File: config.mk
export PLATFORM = sky130hd
export DESIGN_NAME = mem_arbiter_flat
export DESIGN_NICKNAME = d
export VERILOG_FILES = /design/src/rtl/mem_arbiter_if.sv /design/src/rtl/mem_arbiter.sv /design/src/flat_wrapper.sv
export SDC_FILE = /design/constraint.sdc
export NUM_CORES = 1
export LEC_CHECK = 0
export BUFFER_PORTS_ARGS = -buffer_cell sky130_fd_sc_hd__buf_2
export CORE_AREA = 2 2 109 111
export DETAILED_ROUTE_END_ITERATION = 16
export DIE_AREA = 0 0 111 113
export GPL_ROUTABILITY_DRIVEN = 0
export PLACE_DENSITY = 0.79
export SKIP_LAST_GASP = 1
export SYNTH_ARGS = -nofsm -noshare
export SYNTH_HDL_FRONTEND = slang
export SYNTH_SLANG_ARGS = --single-unit
export TNS_END_PERCENT = 20
File: constraint.sdc
create_clock -name clk -period 2.3 [get_ports clk]
set_input_delay 0.23 -clock clk [delete_from_list [all_inputs] [get_ports clk]]
set_output_delay 0.23 -clock clk [all_outputs]
set_load 0.02 [all_outputs]
File: src/rtl/mem_arbiter_if.sv
// Bus bundle between the fetch/data requesters, the arbiter and the shared memory port.
// slave: arbiter view. master: requester/memory view (testbench side).
interface mem_arbiter_if;
  localparam int unsigned ADDR_W = 32;
  localparam int unsigned DATA_W = 32;
  localparam int unsigned MASK_W = 4;

  logic [ADDR_W-1:0] imem_addr;
  logic [MASK_W-1:0] imem_rmask;
  logic [DATA_W-1:0] imem_rdata;
  logic              imem_resp;

  logic [ADDR_W-1:0] dmem_addr;
  logic [MASK_W-1:0] dmem_rmask;
  logic [MASK_W-1:0] dmem_wmask;
  logic [DATA_W-1:0] dmem_wdata;
  logic [DATA_W-1:0] dmem_rdata;
  logic              dmem_resp;

  logic [ADDR_W-1:0] mem_addr;
  logic [MASK_W-1:0] mem_rmask;
  logic [MASK_W-1:0] mem_wmask;
  logic [DATA_W-1:0] mem_wdata;
  logic [DATA_W-1:0] mem_rdata;
  logic              mem_resp;

  modport slave (
    input  imem_addr, imem_rmask,
    output imem_rdata, imem_resp,
    input  dmem_addr, dmem_rmask, dmem_wmask, dmem_wdata,
    output dmem_rdata, dmem_resp,
    output mem_addr, mem_rmask, mem_wmask, mem_wdata,
    input  mem_rdata, mem_resp
  );

  modport master (
    output imem_addr, imem_rmask,
    input  imem_rdata, imem_resp,
    output dmem_addr, dmem_rmask, dmem_wmask, dmem_wdata,
    input  dmem_rdata, dmem_resp,
    input  mem_addr, mem_rmask, mem_wmask, mem_wdata,
    output mem_rdata, mem_resp
  );
endinterface

File: src/rtl/mem_arbiter.sv
// Two-requester (fetch/data) arbiter onto a single registered memory port.
// Optional macro ARB_RR_EN: round-robin on simultaneous requests
// (default: fixed priority, data over fetch).
module mem_arbiter (
  input  logic          clk,
  input  logic          rst_n,
  mem_arbiter_if.slave  bus
);
  localparam int unsigned ADDR_W = 32;
  localparam int unsigned DATA_W = 32;
  localparam int unsigned MASK_W = 4;

  typedef enum logic [1:0] {IDLE, IBUSY, DBUSY, IDRAIN} state_t;

  typedef struct packed {
    logic [ADDR_W-1:0] addr;
    logic [MASK_W-1:0] rmask;
    logic [MASK_W-1:0] wmask;
    logic [DATA_W-1:0] wdata;
  } mem_req_t;

  state_t   state_q, state_d;
  mem_req_t req_q, req_d;
  mem_req_t fetch_req, data_req;
  logic     armed_q;
  logic     i_req, d_req;
  logic     sample, elig_i, elig_d;
  logic     pick_i, pick_d;
  logic     data_wins;

  assign i_req = |bus.imem_rmask;
  assign d_req = (|bus.dmem_rmask) | (|bus.dmem_wmask);

  // Payloads as they would be latched onto the memory port; a write masks off the read.
  always_comb begin
    fetch_req       = '0;
    fetch_req.addr  = bus.imem_addr;
    fetch_req.rmask = bus.imem_rmask;
    data_req        = '0;
    data_req.addr   = bus.dmem_addr;
    if (|bus.dmem_wmask) begin
      data_req.wmask = bus.dmem_wmask;
      data_req.wdata = bus.dmem_wdata;
    end else begin
      data_req.rmask = bus.dmem_rmask;
    end
  end

`ifdef ARB_RR_EN
  logic prio_data_q;

  // Round-robin pointer: data wins the first conflict out of reset, then the side not last granted wins.
  always_ff @(posedge clk or negedge rst_n) begin
    if (!rst_n) begin
      prio_data_q <= 1'b1;
    end else if (pick_d) begin
      prio_data_q <= 1'b0;
    end else if (pick_i) begin
      prio_data_q <= 1'b1;
    end
  end

  assign data_wins = prio_data_q;
`else
  assign data_wins = 1'b1;
`endif

  // Blocks grants on the first edge after reset release.
  always_ff @(posedge clk or negedge rst_n) begin
    if (!rst_n) begin
      armed_q <= 1'b0;
    end else begin
      armed_q <= 1'b1;
    end
  end

  // State register.
  always_ff @(posedge clk or negedge rst_n) begin
    if (!rst_n) begin
      state_q <= IDLE;
    end else begin
      state_q <= state_d;
    end
  end

  // Next state, eligibility and grant; the served requester is excluded on its resp cycle.
  always_comb begin
    state_d = state_q;
    req_d   = req_q;
    sample  = 1'b0;
    elig_i  = 1'b0;
    elig_d  = 1'b0;
    pick_i  = 1'b0;
    pick_d  = 1'b0;

    case (state_q)
      IDLE: begin
        sample = armed_q;
        elig_i = i_req;
        elig_d = d_req;
      end
      IBUSY: begin
        if (bus.mem_resp) begin
          sample = 1'b1;
          elig_d = d_req;
        end else if (!i_req) begin
          state_d = IDRAIN;
        end
      end
      DBUSY: begin
        if (bus.mem_resp) begin
          sample = 1'b1;
          elig_i = i_req;
        end
      end
      IDRAIN: begin
        if (bus.mem_resp) begin
          sample = 1'b1;
          elig_i = i_req;
          elig_d = d_req;
        end
      end
      default: state_d = IDLE;
    endcase

    pick_d = sample && elig_d && (!elig_i || data_wins);
    pick_i = sample && elig_i && !pick_d;

    if (pick_d) begin
      state_d = DBUSY;
      req_d   = data_req;
    end else if (pick_i) begin
      state_d = IBUSY;
      req_d   = fetch_req;
    end else if (sample && state_q != IDLE) begin
      state_d     = IDLE;
      req_d.rmask = '0;
      req_d.wmask = '0;
    end
  end

  // Memory port register; changes only on a grant or a completion.
  always_ff @(posedge clk or negedge rst_n) begin
    if (!rst_n) begin
      req_q <= '0;
    end else begin
      req_q <= req_d;
    end
  end

  assign bus.mem_addr   = req_q.addr;
  assign bus.mem_rmask  = req_q.rmask;
  assign bus.mem_wmask  = req_q.wmask;
  assign bus.mem_wdata  = req_q.wdata;

  assign bus.imem_resp  = bus.mem_resp && (state_q == IBUSY);
  assign bus.dmem_resp  = bus.mem_resp && (state_q == DBUSY);
  assign bus.imem_rdata = bus.mem_rdata;
  assign bus.dmem_rdata = bus.mem_rdata;

  // A data requester must hold its mask until its resp.
  dmem_hold_a: assert property (@(posedge clk) disable iff (!rst_n)
    (state_q == DBUSY) |-> d_req);

endmodule

File: src/flat_wrapper.sv
// flat-port wrapper written by rule: the top's interface ports become plain ports
module mem_arbiter_flat 
  (clk, rst_n, bus_imem_addr, bus_imem_rmask, bus_imem_rdata, bus_imem_resp, bus_dmem_addr, bus_dmem_rmask, bus_dmem_wmask, bus_dmem_wdata, bus_dmem_rdata, bus_dmem_resp, bus_mem_addr, bus_mem_rmask, bus_mem_wmask, bus_mem_wdata, bus_mem_rdata, bus_mem_resp);
  mem_arbiter_if bus_i ();
  input  logic clk;
  input  logic rst_n;
  input wire logic [$bits(bus_i.imem_addr)-1:0] bus_imem_addr;
  input wire logic [$bits(bus_i.imem_rmask)-1:0] bus_imem_rmask;
  output wire logic [$bits(bus_i.imem_rdata)-1:0] bus_imem_rdata;
  output wire logic [$bits(bus_i.imem_resp)-1:0] bus_imem_resp;
  input wire logic [$bits(bus_i.dmem_addr)-1:0] bus_dmem_addr;
  input wire logic [$bits(bus_i.dmem_rmask)-1:0] bus_dmem_rmask;
  input wire logic [$bits(bus_i.dmem_wmask)-1:0] bus_dmem_wmask;
  input wire logic [$bits(bus_i.dmem_wdata)-1:0] bus_dmem_wdata;
  output wire logic [$bits(bus_i.dmem_rdata)-1:0] bus_dmem_rdata;
  output wire logic [$bits(bus_i.dmem_resp)-1:0] bus_dmem_resp;
  output wire logic [$bits(bus_i.mem_addr)-1:0] bus_mem_addr;
  output wire logic [$bits(bus_i.mem_rmask)-1:0] bus_mem_rmask;
  output wire logic [$bits(bus_i.mem_wmask)-1:0] bus_mem_wmask;
  output wire logic [$bits(bus_i.mem_wdata)-1:0] bus_mem_wdata;
  input wire logic [$bits(bus_i.mem_rdata)-1:0] bus_mem_rdata;
  input wire logic [$bits(bus_i.mem_resp)-1:0] bus_mem_resp;
  assign bus_i.imem_addr = bus_imem_addr;
  assign bus_i.imem_rmask = bus_imem_rmask;
  assign bus_imem_rdata = bus_i.imem_rdata;
  assign bus_imem_resp = bus_i.imem_resp;
  assign bus_i.dmem_addr = bus_dmem_addr;
  assign bus_i.dmem_rmask = bus_dmem_rmask;
  assign bus_i.dmem_wmask = bus_dmem_wmask;
  assign bus_i.dmem_wdata = bus_dmem_wdata;
  assign bus_dmem_rdata = bus_i.dmem_rdata;
  assign bus_dmem_resp = bus_i.dmem_resp;
  assign bus_mem_addr = bus_i.mem_addr;
  assign bus_mem_rmask = bus_i.mem_rmask;
  assign bus_mem_wmask = bus_i.mem_wmask;
  assign bus_mem_wdata = bus_i.mem_wdata;
  assign bus_i.mem_rdata = bus_mem_rdata;
  assign bus_i.mem_resp = bus_mem_resp;
  mem_arbiter u_core (.clk(clk), .rst_n(rst_n), .bus(bus_i));
endmodule
==> results of run 1 <==
==> state kept, by name, summed over array words and instances, names as in the netlist <==
signal,count
u_core.bus.mem_wmask,4
u_core.armed_q,1
u_core.bus.mem_rmask,4
u_core.bus.mem_addr,32
u_core.bus.mem_wdata,32
u_core.state_q,2
==> cells in the final DEF, fill, tap and decap left out, drive strengths merged <==
cell type,instances
buf,189
dfrtp,75
a22o,37
nand2,36
o21ai,33
mux2i,32
clkbuf,9
nor2,5
a32o,4
mux2,4
a21oi,4
nor4,3
inv,3
clkinvlp,2
clkinv,2
diode,1
nor3b,1
or3b,1
a22oi,1
nor3,1
or4,1
a211oi,1
bufinv,1
conb,1
==> report_power, final <==
group	switching, mW	total [mW]	leakage (nW)	internal, mW
Clock	0.564	1.41	0.142	0.847
Combinational	1.88	3.09	1.34	1.21
Sequential	0.330	2.24	0.944	1.91
==> final cells by class <==
| cell class | count | area share |
|---|---|---|
| Clock buffer | 9 | 0.0493 |
| Tap cell | 143 | 0.0391 |
| Clock inverter | 7 | 0.0167 |
| Inverter | 1 | 0.000821 |
| Sequential cell | 75 | 0.411 |
| Timing Repair Buffer | 189 | 0.216 |
| Antenna cell | 1 | 0.000547 |
| Multi-Input combinational cell | 165 | 0.267 |
==> synth_stat cells (all sizes together) <==
cell type	number
nor4	3
buf	80
conb	1
nor3b	1
nor3	1
o21ai	33
nand2	36
a21oi	4
a32o	4
a211oi	1
a22oi	1
dfrtp	75
or3b	1
clkbuf	2
mux2i	32
mux2	4
nor2	5
inv	1
or4	1
a22o	37
==> path summary, 6_finish.rpt <==
check                                          end  cells past startpoint
max                         u_core.bus.mem_addr[0]                      5
min                        u_core.bus.mem_wmask[1]                      1
max reg2reg                 u_core.bus.mem_addr[0]                      5
min reg2reg                u_core.bus.mem_wmask[1]                      1
max in group asynchronous  u_core.bus.mem_addr[22]                      1
min in group clk           u_core.bus.mem_addr[31]                      3
==> per-layer routing <==
layer	global-route usage	wire length, µm	vias up
li1	-	-	1312
met5	0	0	-
met1	0.174	3510	1336
met3	0.0536	836	26
met4	0.0808	312	0
met2	0.249	4790	145
==> critical path: cells and delay by family (launching register included) <==
kind                   cells  cell delay (ns)
AO/OA/AOI/OAI              2             0.50
multiplexers               1             0.21
AND/OR/NAND/NOR            1             0.55
flip-flops                 1             0.44
buffers and inverters      1             0.28
==> per-stage QoR <==
step	power, mW	cell area, µm²	utilization	instances
floorplan	4.59	3720	-	323
global placement	5.28	4270	0.379	573
detailed placement	5.38	4270	0.379	573
CTS	6.83	4570	0.405	589
global route	7.20	4570	0.405	589
finish	6.74	4570	0.406	590
==> logic make-up after synthesis <==
| family | Yosys count | synth area share |
|---|---|---|
| AOI/OAI and AO/OA | 80 | 0.157 |
| other | 1 | 0.00101 |
| muxes | 36 | 0.102 |
| DFF | 75 | 0.505 |
| and+or+nand+nor | 48 | 0.0660 |
| buffers and inverters | 83 | 0.169 |
==> flow_results.org, run 1 <==
** Status
- The run finished with clean final reports.

** Placed design
- Dpl ws :: between 0.15 and 0.2 ns
- Count of port buffers added during placement :: about 180
- After legalization and detailed placement, the total HPWL measured slightly above 7 mm.

** Worst setup path
- The largest single stage delay on the critical path is roughly 0.55 ns.
- Highest net fanout along the worst path :: 30
- The worst setup path is launched from a flop.
- For flop-to-flop paths, the worst setup slack is 0.18 ns.
- Critical path data arrival time :: 2.31 ns
- CP endpoint kind :: flop
- Cells traversed along the worst timing path :: or3b_1 > a21oi_4 > buf_12 > mux2i_1 > o21ai_0
- CP Data Required Time :: around 2.5 ns
- The startpoint identified for the worst register-to-register timing path is u_core.state_q[0].
- Worst-path cell with the longest stage delay :: or3b_1
- The setup path with the least slack is of type flop to flop.
- The critical path starts at u_core.state_q[0].

** Clock network
- In this run the clock root is driven by a clkbuf_16.
- Buffers inserted during clock tree synthesis total 9.
- Post-CTS Hold Fix Bufs :: 0
- TritonCTS clock tree :: built
- Post-CTS repair changed the size of 0 cells.
- The clock drives 75 sinks.
- In this run the post-CTS setup repair buffer count came out at 0.
- H-Tree Depth :: 3
- Insertion delay to the later sink of the worst-skew pair :: 0.33 ns
- After clock tree synthesis, the clock-pin slew on the worst setup and hold paths is 0.06 ns.
- No sink is reached through more buffers than the 2 on the longest clock path.

** Logic synthesis
- Each instance of the synthesized netlist takes up on average 11.5 µm².
- The number of different library cells used by synthesis comes to 27.
- Post-synthesis cell area :: 3720 µm²
- Register area share after synthesis :: 0.505
- Counting flops and latches in the post-synthesis netlist gives 75.
- In the synthesized netlist, the number of instances is 323.
- Synthesized Nets :: between 400 and 500
- Of the post-synthesis cell area, the dominant cell type holds 0.505.
- Count of synthesis-stage warnings from yosys :: 0
- Cell type with the highest aggregate area in the netlist :: dfrtp_1
- In the post-synthesis netlist, the biggest area contributors are dfrtp_1 (50%), buf_4 (13%), a22o_1 (8.7%).

** Power
- The worst-case IR drop observed on VDD is 599 µV.
- Dividing total power by cell area gives a power density of about 1500 nW/µm².
- For this design the static power due to leakage is 2.42 nW.

** GRT
- Sum of overflow across all layers after global routing :: 0
- Global-route wire length before repair :: between 10 and 15 mm
- The number of antenna violations at the first check in global routing is 0.
- Maximum number of pins on one net before global-route repair :: 76
- Total Routing Usage GR :: 0.151
- The via count of the first global-routing pass was 2,819.

** Drt
- After detailed routing, the number of vias per cell comes to 4.78.
- Overall via count from detail_route :: 2,819
- Avg WL per Cell :: 16.0 µm
- The first detailed-routing pass ran for 4 iterations.
- Number of design rule violations left after detail routing :: 0
- ANT nets after route :: 0
- DRC marker count from the first detailed-route iteration :: 129
- Post-Route WL :: 9.45 mm

** Die
- Area enclosed by the die boundary :: roughly 13,000 µm²
- Chip Width :: between 100 and 150 µm
- For this configuration, the core starts out at a cell density of 0.330.
- The core region is roughly 11,000 µm².
- 281 I/O pins were placed.
- Standard-cell rows :: 39
- The floorplan step set the die height to roughly 110 µm.

** Finish
- Count of fill cells added during filler insertion :: approximately 1,100
- Area growth, synth to finish :: 23.0%
- Flip-flop and latch area :: between 1500 and 2000 µm²
- Combined area of the multi-input logic cells :: 1220 µm²
- In the final layout, the share of cells above drive strength 1 is 0.484.
- The net count of the finished layout is 584.

** Run
- Max cap viols :: 0

** STA
- Minimum clock period :: 2.12 ns
- Final hold viol count :: 0
- Worst-case headroom to the max-slew limit :: 0.365
- At the pin with the least slew margin, the transition time is ~0.95 ns.
- The number of max-slew violations in the final report was 0.
- Final setup violation count :: 0
- Dividing the final minimum period by the clock period gives 0.923.
- Skew final :: 0.0103 ns
- FMAX :: 0.471 GHz
- Across all setup checks in the final design, the least slack found is 0.178 ns.
- Hold slack final :: 0.0377 ns
- Total Neg Setup Slack :: 0 ns
- Setup repair after global routing missed its margin :: no

** Min path
- The path class of the tightest hold or removal check is input port to async pin.
Power figures use the tool's default switching activity.
==> run 2, diff against run 1 <==
--- a/config.mk
+++ b/config.mk
@@ -7,9 +7,11 @@
 export LEC_CHECK = 0
 export BUFFER_PORTS_ARGS = -buffer_cell sky130_fd_sc_hd__buf_2
 export CORE_AREA = 2 2 109 111
+export CTS_CLUSTER_SIZE = 24
 export DETAILED_ROUTE_END_ITERATION = 16
 export DIE_AREA = 0 0 111 113
 export GPL_ROUTABILITY_DRIVEN = 0
+export MAX_ROUTING_LAYER = met4
 export PLACE_DENSITY = 0.79
 export SKIP_LAST_GASP = 1
 export SYNTH_ARGS = -nofsm -noshare
==> run 2 against run 1 <==
Against the previous run:
- wire length rose by 0.28%
- highest routed layer unchanged
- largest cell class unchanged
- global-route usage increased by 0.43 points
- utilization unchanged
- critical path depth unchanged
- total power hardly changed
- clock-buffer cell count stayed put
- cell area stayed put
==> flow_results.org, run 2 (synthesis gave the netlist of run 1 again) <==
** Die
- The floorplan step defined a die boundary enclosing 12,500 µm².
- The floorplan step defined a core boundary enclosing 11,300 µm².
- In this run the count of I/O pins placed on the die edge is 281.
- Die height :: 113 µm
- Standard-cell rows :: 39
- Starting density of the core :: 0.330
- Measured along the x axis, the die boundary spans ~110 µm.

** Drt
- In the routed layout, each cell is associated on average with a via count of 4.83.
- Summed over all layers, the routed wires come to between 9 and 10 mm.
- 1st-pass router iterations :: 4
- Number of design rule violations left after detail routing :: 0
- Avg WL per Cell :: between 15 and 20 µm
- Overall via count from detail_route :: about 2,900
- The first routing iteration left 126 violations.
- ANT nets after route :: 0

** Clock network
- Clock-pin slew of the registers on the worst-case setup and hold paths :: 0.07 ns
- Clock Path Buffers :: 2
- Post-CTS Setup Inserts :: 0
- TritonCTS clock tree :: built
- Insertion delay to the later sink of the worst-skew pair :: 0.33 ns
- CTS root buf :: clkbuf_16
- Number of instances resized during post-cts repair :: 0
- H-Tree Depth :: 3
- Buffers inserted to repair hold after CTS numbered 0.
- CTS saw 75 sinks.
- Number of buffers created by CTS :: 9

** Finish
- Flip-flop and latch area :: around 1900 µm²
- Summed area of non-filler cells in the final layout :: between 4000 and 5000 µm²
- Utilization after layout :: 0.406
- NumNets Final :: 584
- Combined area of the multi-input logic cells :: 1220 µm²
- The library cell used most frequently in the layout, excluding fill and tap cells, is buf_2.
- The area growth from synthesis to layout is 23.0%.
- Number of standard cells in the layout, taps in and fillers out :: 590
- In the final layout, the share of cells above drive strength 1 is 0.484.
- Commonest cells after routing, fill and taps aside :: buf_2 (183), dfrtp_1 (75), a22o_1 (37)
- Fill cells in the final layout number around 1,100.

** Worst setup path
- Along the worst path, the maximum fanout reaches 30.
- Data arrives at the worst endpoint at 2.30 ns.
- Worst Path Class, Setup :: flop to flop
- CP startpoint kind :: flop
- CP endpoint kind :: flop
- CP Data Required Time :: about 2.5 ns

** STA
- Final setup violation count :: 0
- Total Neg Setup Slack :: 0 ns
- Final hold viol count :: 0
- Transition time of the tightest slew-check pin :: approximately 0.95 ns
- The clock period could shrink to 2.11 ns.
- Hold slack final :: 0.0328 ns
- The number of max-slew violations in the final report is 0.
- Setup repair after global routing missed its margin :: no
- Final period utilization :: 0.919
- Worst-case headroom to the max-slew limit :: 0.366
- Across all setup checks in the final design, the least slack found is 0.185 ns.
- Timing would allow up to 0.473 GHz.
- For the final database, setup skew stands at 0.0102 ns.

** Power
- Largest voltage drop on the vdd net :: 599 µV
- Internal power summed over all cells :: 3.96 mW
- Switching component of the power :: 2.78 mW
- The completed layout was analyzed and its total power is 6.74 mW.
- Fraction of power consumed by combinational cells :: 0.459
- Proportion of total power due to net switching :: 0.412
- Summed over all cells, the static leakage comes to 2.42 nW.
- Power share of the clock group :: 0.209
- For this design the ratio of total power to cell area is 1470 nW/µm².
- Of the total power, registers draw 0.332.

** GRT
- Maximum number of pins on one net before global-route repair :: 76
- The via count of the first global-routing pass came to 2,820.
- Number of antenna violations at the first check in global routing :: 0
- Sum of overflow across all layers after global routing :: 0
- The first global-routing pass estimated 14.8 mm of wire.
- In the global route stage, overall resource usage came out at 0.155.

** Placed design
- Dpl ws :: 0.198 ns
- Once detailed placement completed, the half-perimeter wirelength came to between 7 and 8 mm.
- Port buffering added 184 buffers.
- In this run, placement finished with an instance count of about 570.
- After detailed placement, the total cell area comes to roughly 4300 µm².

** Run
- Max cap viols :: 0

** Min path
- The min-delay analysis places its worst path in the category input port to async pin.

** Status
- Status :: complete, no violations
[run 2: critical path, stage by stage, from the launching register on]
cell and delay [ns]:
dfrtp_1 0.42, or3b_1 0.56, a21oi_4 0.38, buf_12 0.28, mux2i_1 0.21, o21ai_0 0.11
[run 2: cell type report]
class,count,area share
diodes,1,0.000547
clock buffers,9,0.0493
clock inverters,7,0.0167
inverters,1,0.000821
multi-input cells,165,0.267
flip-flops and latches,75,0.411
well taps,143,0.0391
repair buffers,189,0.216
[run 2: worst paths after layout]
check | start | to | slack, ns | cells past startpoint
worst max-delay path | u_core.state_q[1] | u_core.bus.mem_addr[0] | 0.19 | 5
worst min-delay path | rst_n | u_core.bus.mem_wmask[2] | 0.03 | 1
worst max register to register | u_core.state_q[1] | u_core.bus.mem_addr[0] | 0.19 | 5
worst min register to register | u_core.bus.mem_wmask[1] | u_core.bus.mem_wmask[1] | 0.50 | 1
max in group asynchronous | rst_n | u_core.bus.mem_addr[22] | 1.62 | 1
min in group clk | bus_dmem_addr[25] | u_core.bus.mem_addr[25] | 0.11 | 3
[run 2: routing by layer]
layer  vias to the layer above  share of wire  track usage
li1                       1314              -            -
met1                      1349           0.38        0.175
met2                       153           0.51        0.249
met3                        34          0.082       0.0498
met4                         0          0.033       0.0808
met5                         -              0            -
[run 2: power groups by stage]
stage                     Sequential, mW  Clock [mW]  Combinational, mW
after CTS                           2.24        1.46               3.13
after floorplan                     2.91           0               1.68
final                               2.24        1.41               3.09
after global routing                2.31        1.54               3.35
after detailed placement            2.25           0               3.13
after global placement              2.23           0               3.05
==> run 3, diff against run 2 <==
--- a/config.mk
+++ b/config.mk
@@ -5,14 +5,15 @@
 export SDC_FILE = /design/constraint.sdc
 export NUM_CORES = 1
 export LEC_CHECK = 0
+export ABC_AREA = 1
 export BUFFER_PORTS_ARGS = -buffer_cell sky130_fd_sc_hd__buf_2
-export CORE_AREA = 2 2 109 111
+export CORE_AREA = 2 2 108 110
 export CTS_CLUSTER_SIZE = 24
 export DETAILED_ROUTE_END_ITERATION = 16
-export DIE_AREA = 0 0 111 113
+export DIE_AREA = 0 0 110 112
 export GPL_ROUTABILITY_DRIVEN = 0
 export MAX_ROUTING_LAYER = met4
-export PLACE_DENSITY = 0.79
+export PLACE_DENSITY = 0.8
 export SKIP_LAST_GASP = 1
 export SYNTH_ARGS = -nofsm -noshare
 export SYNTH_HDL_FRONTEND = slang
==> run 3 against run 2 <==
Against the previous run:
- sequential share of layout area rose by 0.15 points
- clock power fell by 4%
- first-iteration DRC count rose by 4.0%
- non-clock buffer count rose by 2
- cell area fell by 0.36%
- wire length rose by 0.14%
- synthesized cell count rose by 32%
==> flow_results.org, run 3 <==
** Die
- Chip Width :: 110 µm
- After floorplanning, the core was sized to cover 11,200 µm².
- Die height :: 112 µm
- The floorplan step defined a die boundary enclosing 12,300 µm².
- 281 I/O pins were placed.
- The initial utilization of the core area, before any placement, comes to 0.330.
- Row generation in the floorplan step produced 39 rows.

** Logic synthesis
- Summing every instance area after synthesis gives 3680 µm².
- Share of the synthesized area in compound gates (AO/OA/AOI/OAI) :: 0.0611
- Most instantiated cells after synthesis :: nand3_1 (89), dfrtp_1 (75), nor2_1 (73)
- Synth async-reset ratio :: 1.00
- Synthesis instantiated 17 different standard cells from the library.
- Simple-Gate Fraction of Synth Area :: 0.261
- Averaged over all synthesized cells, the footprint is 8.67 µm².
- Library cell with the highest instance count after synthesis :: nand3_1
- Gate count after technology mapping :: 425
- Of the total synthesized cell area, the portion taken by XOR and XNOR cells is 0.
- The synthesized design contains 75 register bits.
- Number of flops mapped to enable cells by yosys :: 0
- Register area share after synthesis :: 0.509
- By area, the combinational part of the netlist is dominated by simple AND/OR/NAND/NOR gates.
- The share of synthesized area in the top cell type comes to 0.509.
- For this run, the leading register cell type out of synthesis is dfrtp_1.
- Area share of fa/ha/maj cells after synthesis :: 0
- Multiplexer fraction of the synthesized cell area :: 0.00272
- The number of nets handed over by synthesis was around 570.
- Leading cell types by total area after synthesis :: dfrtp_1 (51%), buf_4 (14%), nand3_1 (12%)
- The synthesized design spends more area on one cell type than any other, namely dfrtp_1.
- The Yosys step of the flow raised 0 warnings.

** Finish
- Ratio of cells with drive above 1 in the final layout :: 0.384
- Diode count :: 0
- Compared with the post-synthesis result, the final layout area differs by 23.6%.
- Number of standard cells in the layout, taps in and fillers out :: around 690
- In the final design database the tool counted 682 nets.
- Once layout is complete, the utilization of the core stands at 0.408.
- Most common library cell in the layout ignoring fill and taps :: buf_2
- Commonest cells after routing, fill and taps aside :: buf_2 (183), nand3_1 (89), dfrtp_1 (75)
- The finished cells cover between 4000 and 5000 µm².

** Placed design
- Once placement completed, the tool counted placed cells totaling 670.
- Dpl ws :: 0.511 ns
- Area after DPL :: 4260 µm²
- DPL Wire Length :: between 6 and 7 mm
- Count of port buffers added during placement :: roughly 180

** Drt
- DRC marker count from the first detailed-route iteration :: 131
- The count of nets left with antenna violations once routing finished came out at 0.
- Wires add up to 9.49 mm.
- Using the TritonRoute via totals, the vias-per-cell ratio works out to approximately 4.8.
- Overall via count from detail_route :: 3,266
- In the final routed layout, each cell accounts on average for 13.9 µm.
- For this run, design rule violations remaining after detail routing come to 0.
- 1st-pass router iterations :: 4

** Worst setup path
- For the worst setup path, the data arrival time is between 1.5 and 2 ns.
- CP startpoint kind :: flop
- CP Data Required Time :: 2.50 ns
- The slowest stage of the critical path belongs to the cell dfrtp_1.
- CP endpoint kind :: flop
- Walking the worst path, the cells encountered are nor2_1 > nand2_1 > nand2_1 > nand2_2 > inv_2 > nand2_2 > nor2_1 > nor2_1.
- Of all nets on the critical path, the largest fanout is 33.
- Most used cell, CP :: nor2_1
- By startpoint and endpoint, the worst setup path is classified as flop to flop.
- Worst stage delay on the critical path :: 0.42 ns

** Power
- Proportion of total power due to net switching :: 0.439
- The worst-case IR drop observed on VDD is 814 µV.
- Areal power density over the cells :: 1510 nW/µm²
- Overall Power :: 6.88 mW
- The share of total power dissipated in sequential elements is 0.334.
- Power share of the clock group :: 0.197
- P_leak :: 2.45 nW
- Fraction of power consumed by combinational cells :: 0.469
- Internal power summed over all cells :: 3.86 mW
- In this run the power spent charging and discharging nets is 3.02 mW.

** Clock network
- TritonCTS built the clock tree.
- Once the clock tree was built, the resizer swapped 0 gates to a different size.
- The clock drives 75 sinks.
- Clock Path Buffers :: 2
- In this run the clock root is driven by a clkbuf_16.
- Clock latency on the worst-skew pair, taken at its later pin, is approximately 0.33 ns.
- Number of buffers created by CTS :: 9
- Clock-pin slew of the registers on the worst-case setup and hold paths :: ~0.060 ns
- H-Tree Depth :: 3

** GRT
- Global-route wire length before repair :: 14.6 mm
- The via count of the first global-routing pass was approximately 3,100.
- Number of antenna violations at the first check in global routing :: 0
- Entering global routing, the biggest net connects 81 pins.
- Total Routing Usage GR :: 0.157
- Sum of overflow across all layers after global routing :: 0

** Run
- Across the run, the number of max-cap violations was 0.

** STA
- At the pin with the least slew margin, the transition time is 0.631 ns.
- Worst-case headroom to the max-slew limit :: 0.578
- Total Neg Setup Slack :: 0 ns
- The count of endpoints failing hold in the final timing report was 0.
- Hold is met by 0.128 ns.
- Slew Limit Fails :: 0
- Setup violations remaining at the end of the flow were counted as 0.
- Setup repair after global routing missed its margin :: no
- Final period utilization :: 0.750
- After layout, the minimum clock period comes to 1.73 ns.
- In the post-route analysis, the smallest setup slack over all paths is between 0.5 and 0.6 ns.
- FMAX :: between 0.5 and 0.6 GHz
- Skew final :: 0.00546 ns

** Status
- The flow ran to the end, and the final reports show no timing, DRC or antenna violations.

** Min path
- Hold WC Path Type :: input port to flop
-- run 3: cell types whose count changed after synthesis, sizes merged, moves of 21 or more --
cell / change
nand2: +21
nand3: +89
o22ai: +32
a22o: -37
o21ai: -32
mux2i: -31
nor2: +68
-- run 3: metal layers --
metal  GRT usage  vias to the layer above  routed length, µm
li1            -                     1587                  -
met1       0.175                     1513               3780
met2       0.261                      158               4670
met3      0.0533                        8                940
met4      0.0481                        0                101
met5           -                        -                  0
-- run 3: final timing paths --
check                      slack, ns  depth (start not counted)                startpoint                        to
min                             0.13                          3        bus_dmem_wdata[19]  u_core.bus.mem_wdata[19]
max in group asynchronous       1.31                          3                     rst_n   u_core.bus.mem_addr[14]
max reg2reg                     0.57                          8         u_core.state_q[1]    u_core.bus.mem_addr[4]
min in group asynchronous       0.41                          2                     rst_n   u_core.bus.mem_wdata[2]
max                             0.57                          8         u_core.state_q[1]    u_core.bus.mem_addr[4]
min reg2reg                     0.49                          2  u_core.bus.mem_wdata[19]  u_core.bus.mem_wdata[19]
-- run 3: critical path: cells and delay by family (launching register included) --
family	cells	cell delay, ns
flip-flops	1	0.42
AND/OR/NAND/NOR	7	1.07
buffers and inverters	1	0.10
-- run 3: power by group through the flow --
stage / Clock (mW) / Sequential (mW) / Combinational (mW)
2_1_floorplan: 0 / 3.07 / 1.56
3_3_place_gp: 0 / 2.31 / 3.23
3_5_place_dp: 0 / 2.31 / 3.29
4_1_cts: 1.40 / 2.31 / 3.29
5_1_grt: 1.47 / 2.38 / 3.59
6_report: 1.35 / 2.30 / 3.23
-- run 3: cell families (layout without fill, tap and decap cells) --
group	count (synthesis)	count (layout)
AO/OA/AOI/OAI	34	34
buffers and inverters	91	208
flip-flops	75	75
multiplexers	1	1
other	1	1
AND/OR/NAND/NOR	223	223
-- run 3: timing repair --
action | CTS | global route
endpoints found under the hold margin | 39 | 0
setup buffers | 0 | 0
hold buffers | 1 | 0
-- run 3: final cells by class --
| type | count | area (µm²) |
|---|---|---|
| multi-input combinational | 259 | 1200 |
| sequential | 75 | 1880 |
| inverter | 3 | 11.3 |
| clock buffer | 11 | 243 |
| timing repair buffer | 191 | 1000 |
| clock inverter | 3 | 40.0 |
| tap | 143 | 179 |
| fill | 1136 | 6620 |
